===== src/rtl/bin2bcd_seq_pkg.sv =====
// rtl/bin2bcd_seq_pkg.sv - shared constants and FSM encoding for the binary-to-BCD converter
package bin2bcd_seq_pkg;

  localparam int DIGITS    = 4;
  localparam int BCD_W     = 16;
  localparam int MAX_BIN_W = 13;

  typedef enum logic [1:0] {
    ST_IDLE  = 2'b00,
    ST_SHIFT = 2'b01,
    ST_LATCH = 2'b10
  } state_t;

endpackage


===== src/rtl/bin2bcd_seq_dd_add3.sv =====
// rtl/bin2bcd_seq_dd_add3.sv - one double-dabble digit correction: add 3 when the digit is 5 or more
module dd_add3 (
  input  logic [3:0] din,
  output logic [3:0] dout
);

  // Digits never exceed 9 here, so the 4-bit sum cannot wrap.
  assign dout = (din >= 4'd5) ? din + 4'd3 : din;

endmodule


===== src/rtl/bin2bcd_seq.sv =====
// rtl/bin2bcd_seq.sv - sequential shift-add-3 binary-to-BCD converter feeding the 4-digit display
module bin2bcd_seq
  import bin2bcd_seq_pkg::*;
#(
  parameter int BIN_W = 10
) (
  input  logic             clk1,
  input  logic             rst_n,
  input  logic             start,
  input  logic [BIN_W-1:0] bin,
  output logic             busy,
  output logic             done,
  output logic [15:0]      bcd,
  output logic             ovf
);

  localparam int CNT_W = $clog2(BIN_W + 1);
  localparam logic [CNT_W-1:0] LAST_SHIFT = CNT_W'(BIN_W - 1);

  state_t            state_q, state_d;
  logic [BIN_W-1:0]  sreg_q;
  logic [BCD_W-1:0]  scratch_q;
  logic [BCD_W-1:0]  adj;
  logic [CNT_W-1:0]  cnt_q;

  for (genvar d = 0; d < DIGITS; d++) begin : g_digit
    dd_add3 u_add3 (
      .din  (scratch_q[4*d +: 4]),
      .dout (adj[4*d +: 4])
    );
  end

  always_comb begin
    state_d = state_q;
    case (state_q)
      ST_IDLE:  if (start) state_d = ST_SHIFT;
      ST_SHIFT: if (cnt_q == LAST_SHIFT) state_d = ST_LATCH;
      ST_LATCH: state_d = ST_IDLE;
      default:  state_d = ST_IDLE;
    endcase
  end

  always_ff @(posedge clk1 or negedge rst_n) begin
    if (!rst_n) begin
      state_q <= ST_IDLE;
    end else begin
      state_q <= state_d;
    end
  end

  // Outputs only move on the LATCH edge so the display never sees a partial word.
  always_ff @(posedge clk1 or negedge rst_n) begin
    if (!rst_n) begin
      sreg_q    <= '0;
      scratch_q <= '0;
      cnt_q     <= '0;
      bcd       <= '0;
      ovf       <= 1'b0;
      done      <= 1'b0;
    end else begin
      done <= 1'b0;
      case (state_q)
        ST_IDLE: begin
          if (start) begin
            sreg_q    <= bin;
            scratch_q <= '0;
            cnt_q     <= '0;
          end
        end
        ST_SHIFT: begin
          scratch_q <= {adj[BCD_W-2:0], sreg_q[BIN_W-1]};
          sreg_q    <= {sreg_q[BIN_W-2:0], 1'b0};
          cnt_q     <= cnt_q + 1'b1;
        end
        ST_LATCH: begin
          bcd  <= scratch_q;
          ovf  <= (scratch_q[15:12] != 4'd0);
          done <= 1'b1;
        end
        default: ;
      endcase
    end
  end

  assign busy = (state_q != ST_IDLE);

endmodule


===== config.mk =====
export PLATFORM = sky130hd
export DESIGN_NAME = bin2bcd_seq
export DESIGN_NICKNAME = d
export VERILOG_FILES = /design/src/rtl/bin2bcd_seq_pkg.sv /design/src/rtl/bin2bcd_seq_dd_add3.sv /design/src/rtl/bin2bcd_seq.sv
export SDC_FILE = /design/constraint.sdc
export NUM_CORES = 1
export LEC_CHECK = 0
export CORE_MARGIN = 1.5
export CORE_UTILIZATION = 25
export CTS_BUF_LIST = sky130_fd_sc_hd__clkbuf_4
export DETAILED_ROUTE_END_ITERATION = 10
export PLACE_DENSITY = 0.49
export SYNTH_ARGS = -nofsm -noshare
export SYNTH_HDL_FRONTEND = slang
export SYNTH_SLANG_ARGS = --single-unit

===== constraint.sdc =====
create_clock -name clk1 -period 1.3 [get_ports clk1]
set_input_delay 0.325 -clock clk1 [delete_from_list [all_inputs] [get_ports clk1]]
set_output_delay 0.325 -clock clk1 [all_outputs]
set_load 0.02 [all_outputs]

==> out/qor.txt, run 1 <==
CTS H-tree depth: 2
Post-DR vias/cell: 4.59
Worst Setup SP: state_q[0]
Max stage delay on crit path: 0.41 ns
WS Path Type: reg2out
CP max-delay cell: dfrtp_1
Core Area: 0.00937 mm²
Antenna violations before repair: 0
Max-slew headroom: 76.0%
Final period util: 116%
Max Fclk: 0.662 GHz
Vias in the first global route: 2140
Unrepaired setup endpoints after global routing: true
# rows: 35
Shortest period the worst path allows: 1.51 ns
Share of cells above drive strength 1: 39.8%
Via Count: 2100
Remaining global-route overflow: 0
Die X: 102 µm
Clk_skew: 0.0340 ns
Syn Inst Count: 240
DIE AREA: 0.0104 mm²
DR iter-0 viols: 42
Crit end category: primary output
Final worst setup slack: -0.210 ns
N_diodes: 0
Post-synthesis cell area: 0.00245 mm²
# DRC: 0
CTS sink cnt: 50
Final setup viols: 19
Distinct cells, synth: 35
CTS root buffer: clkbuf_4
Failing checks: negative setup slack
Synth top area cells: dfrtp_1, ha_1, o21ai_1
Clk_lat worst skew: 0.39 ns
Overall Power: 8.18 mW
Worst vdd ir: 0.565 mV
CTS Buf Count: 5
Max Cap Violations: 0
All-layer global routing usage: 12.3%
Status: finished with violations
Final WL: 6.15 mm
Syn Nets: 264
Largest net degree at the start of global routing: 36
PortBufs: 31
Critical Path AT: 1.19 ns
Reg2reg start: state_q[1]
Slew @ Worst Pin: 0.360 ns
Leakage: 1.69 nW
Final hold vios: 0
Startpoint types: register
Area Growth Syn to Fin: 53.5%
Setup tns final: -1.19 ns
IO Pins: 32
WL/cell: 13.4 µm
Worst path cell trace: or2_4 > buf_6
Register bit count reported by yosys: 50
Hold/Removal Path Class: in2async
Router iterations before antenna repair: 4
Clock-pin slew on the worst setup and hold paths: 0.16 ns
Critical-path maximum fanout: 2
DP HPWL: 3.84 mm
Sequential area share after synthesis: 51.0%
Initial Util: 26.2%
Pre-CTS setup slack: -0.299 ns
Max Root-Sink Buffers: 2
Post-synth top area share: 51.0%
Global-route wire length before repair: 10.2 mm
Yosys warning count: 0
PwrDens: 2170 mW/mm²
Placer Congestion: 0.795
Required @ worst endpoint: 0.98 ns
Syn Area/Cell: 10.2 µm²
Fin. max-slew vios: 0
Nets@finish: 352
Die Y: 102 µm
Hold slack final: 0.336 ns
CTS tree: built
Synth area leader: dfrtp_1
Post-route ant nets: 0
-- layout by cell type, fill, tap and decap left out, drive strengths merged, types with 8 or more instances in the layout --
master,n
dfrtp,50
nand2,31
o2111ai,8
buf,81
inv,20
o21ai,33
clkdlybuf4s50,10
a21oi,9
a22oi,8
ha,11
nor2b,14
-- final cells by class --
| type | count | area, µm² |
|---|---|---|
| inverters | 19 | 71.3 |
| repair buffers | 93 | 867 |
| multi-input cells | 159 | 1340 |
| flip-flops and latches | 50 | 1250 |
| clock buffers | 5 | 37.5 |
| clock inverters | 3 | 42.5 |
| well taps | 129 | 161 |
| fillers | 939 | 5610 |
-- sequential cells by signal, summed over array words and instances, names as in the netlist --
name	flops
cnt_q	4
done	1
bcd	16
state_q	2
scratch_q	16
ovf	1
sreg_q	10
-- per-layer routing --
layer	part of all wire, %	wire length, µm	GRT usage [%]
met1	49	3010	16.2
met2	46	2830	20.2
met4	1.5	93	3.90
met5	0	0	0
met3	3.6	219	2.67
-- worst max-delay path: cells and delay by family, from the launching register on --
family / cells / cell delay (ns)
buf+inv: 1 / 0.13
flops: 1 / 0.41
simple gates: 1 / 0.27
-- cell families (layout without fill, tap and decap cells) --
kind of cell             Yosys count  in the layout  synth area share [%]
AO/OA/AOI/OAI                     86             87                  23.9
XOR/XNOR                           3              3                  1.07
adder cells (fa/ha/maj)           11             11                  5.61
buffers and inverters             33            120                  6.73
flip-flops                        50             50                  51.0
multiplexers                       2              2                 0.816
AND/OR/NAND/NOR                   55             56                  10.9
-- Yosys cell counts, drive strengths merged --
cell type and count:
a21oi 9, a22oi 8, a31oi 1, a32o 5, and2 1, and3 1
buf 11, clkbuf 3, dfrtp 50, ha 11, inv 19, mux2i 2
nand2 31, nand2b 2, nand3 1, nor2 3, nor2b 14, nor3 1
o2111ai 8, o21a 4, o21ai 33, o21ba 1, o21bai 1, o221ai 4
o22ai 1, o311ai 4, o31ai 4, o32ai 3, or2 1, xnor2 3
-- timing repair --
item / CTS / global route
gates resized for setup: 127 / 47
setup buffers: 21 / 10
hold buffers: 1 / 0
endpoints found under the hold margin: 9 / 0
endpoints found under the setup margin: 36 / 43
gates cloned: 0 / 2
pin swaps: 14 / 8
-- worst paths after layout --
path,slack (ns),depth (start not counted),end
min in group clk1,0.51,1,scratch_q[7]
max in group asynchronous,0.51,3,scratch_q[0]
hold / removal,0.34,2,sreg_q[5]
setup / recovery,-0.21,2,busy
setup reg to reg,-0.13,5,scratch_q[11]
hold reg to reg,0.51,1,scratch_q[7]
-- stage by stage --
| step | cells | area [µm²] | utilization, % |
|---|---|---|---|
| after global placement | 419 | 3140 | 33.5 |
| after floorplan | 240 | 2460 | - |
| after CTS | 447 | 3480 | 37.2 |
| final | 458 | 3770 | 40.2 |
| after global routing | 458 | 3770 | 40.2 |
| after detailed placement | 419 | 3140 | 33.5 |
-- report_power, final --
| group | total, mW | internal, mW | switching, mW |
|---|---|---|---|
| clock network | 0.963 | 0.406 | 0.557 |
| logic | 4.66 | 2.48 | 2.18 |
| registers | 2.55 | 2.12 | 0.437 |
| total | 8.18 | 5.00 | 3.17 |
No activity file was read; power rests on OpenSTA's default activity.
==> run 2, diff against run 1 <==
SKIP_CTS_REPAIR_TIMING = 1   (was not set)
==> out/qor.txt, run 2 (synthesized netlist as in run 1, its figures left out) <==
CTS root buffer: clkbuf_4
Leakage: 1.62 nW
Share of cells above drive strength 1: 34.8%
Buffer and inverter count on the worst path: 1
Die Y: 102 µm
Shortest period the worst path allows: 1.51 ns
Max Cap Violations: 0
Die X: 102 µm
Final period util: 116%
Nets@finish: 342
Crit end category: primary output
Clock-pin slew on the worst setup and hold paths: 0.16 ns
Critical Path AT: 1.18 ns
Final worst setup slack: -0.209 ns
IO Pins: 32
PwrDens: 2150 mW/mm²
Critical-path maximum fanout: 2
Initial Util: 26.2%
WL/cell: 13.3 µm
Top Registers: bcd: 16 flops, scratch_q: 16 flops, sreg_q: 10 flops
Via Count: 2070
Worst vdd ir: 0.567 mV
Antenna violations before repair: 0
WS Path Type: reg2out
CTS H-tree depth: 2
Area of the multi-input gates: 0.00125 mm²
Worst path cell trace: or2_4 > buf_6
Required @ worst endpoint: 0.98 ns
Most common cell after layout, fill and taps aside: dfrtp_1
Crit path max-delay family: flip-flops
Overall Power: 7.76 mW
Clk_lat worst skew: 0.38 ns
Filler instances: 959
All-layer global routing usage: 11.5%
Core Area: 0.00937 mm²
CP max-delay cell: dfrtp_1
Final Util: 38.5%
Final hold vios: 0
Slew @ Worst Pin: 0.386 ns
Placed cell area: 0.00314 mm²
Hold slack final: 0.341 ns
N_diodes: 0
Max Root-Sink Buffers: 2
CTS tree: built
# rows: 35
PortBufs: 31
DP HPWL: 3.84 mm
CTS sink cnt: 50
Final setup viols: 19
DIE AREA: 0.0104 mm²
Clk_skew: 0.0271 ns
Area Growth Syn to Fin: 47.0%
Failing checks: negative setup slack
Max-slew headroom: 74.2%
Fin. max-slew vios: 0
Status: finished with violations
Most frequent cells in the layout: dfrtp_1, buf_4, nand2_1
Remaining global-route overflow: 0
Max stage delay on crit path: 0.41 ns
Post-route ant nets: 0
Vias in the first global route: 1976
Placer Congestion: 0.795
Post-DR vias/cell: 4.62
DR iter-0 viols: 50
Global-route wire length before repair: 9.49 mm
Pre-CTS setup slack: -0.299 ns
Startpoint types: register
Router iterations before antenna repair: 4
Register area: 0.00125 mm²
Hold/Removal Path Class: in2async
Largest net degree at the start of global routing: 36
Unrepaired setup endpoints after global routing: true
# DRC: 0
CTS Buf Count: 5
Final WL: 5.95 mm
Max Fclk: 0.663 GHz
Post-route cell area: 0.00361 mm²
==> run 2: changes by cell type in the layout (fill, tap and decap cells not counted), sizes merged <==
cell    previous run  this run
buf               81        70
clkbuf             5         6
==> run 2: cell type report <==
| class | count | area share [%] |
|---|---|---|
| clock buffer | 5 | 1.04 |
| tap | 129 | 4.48 |
| multi-input combinational | 159 | 34.8 |
| clock inverter | 3 | 1.18 |
| inverter | 19 | 1.98 |
| sequential | 50 | 34.7 |
| timing repair buffer | 83 | 21.9 |
==> run 2: final timing paths <==
path / startpoint / to / slack [ns] / depth (start not counted)
max: state_q[0] / busy / -0.21 / 2
min: rst_n / sreg_q[5] / 0.34 / 2
max reg2reg: scratch_q[8] / scratch_q[10] / -0.14 / 5
min reg2reg: scratch_q[7] / scratch_q[7] / 0.51 / 1
max in group asynchronous: rst_n / scratch_q[0] / 0.51 / 3
min in group clk1: scratch_q[7] / scratch_q[7] / 0.51 / 1
==> run 2: report_power, final <==
part / internal, mW / leakage [nW] / switching, mW
logic: 2.23 / 0.921 / 2.03
registers: 2.12 / 0.658 / 0.434
clock network: 0.407 / 0.0432 / 0.538
total: 4.76 / 1.62 / 3.00
==> run 2: worst reg2reg max path, delay by kind of cell (launching register included) <==
kind            cells  cell delay [ns]
compound gates      2             0.52
fa+ha+maj           1             0.16
buf+inv             1             0.08
flops               1             0.47
simple gates        1             0.13
==> run 2: metrics by stage <==
step | cells | setup TNS, ns
2_1_floorplan | 240 | 0
3_3_place_gp | 419 | -6.84
3_5_place_dp | 419 | -7.36
4_1_cts | 427 | -9.01
5_1_grt | 448 | -2.83
6_report | 448 | -1.30
==> run 2: per-layer routing <==
| metal | wire length (µm) | vias up | GRT usage [%] |
|---|---|---|---|
| met4 | 68 | 0 | 3.16 |
| met5 | 0 | - | 0 |
| met2 | 2720 | 39 | 18.1 |
| met1 | 2950 | 1000 | 15.8 |
| met3 | 208 | 7 | 2.60 |
| li1 | - | 1024 | - |
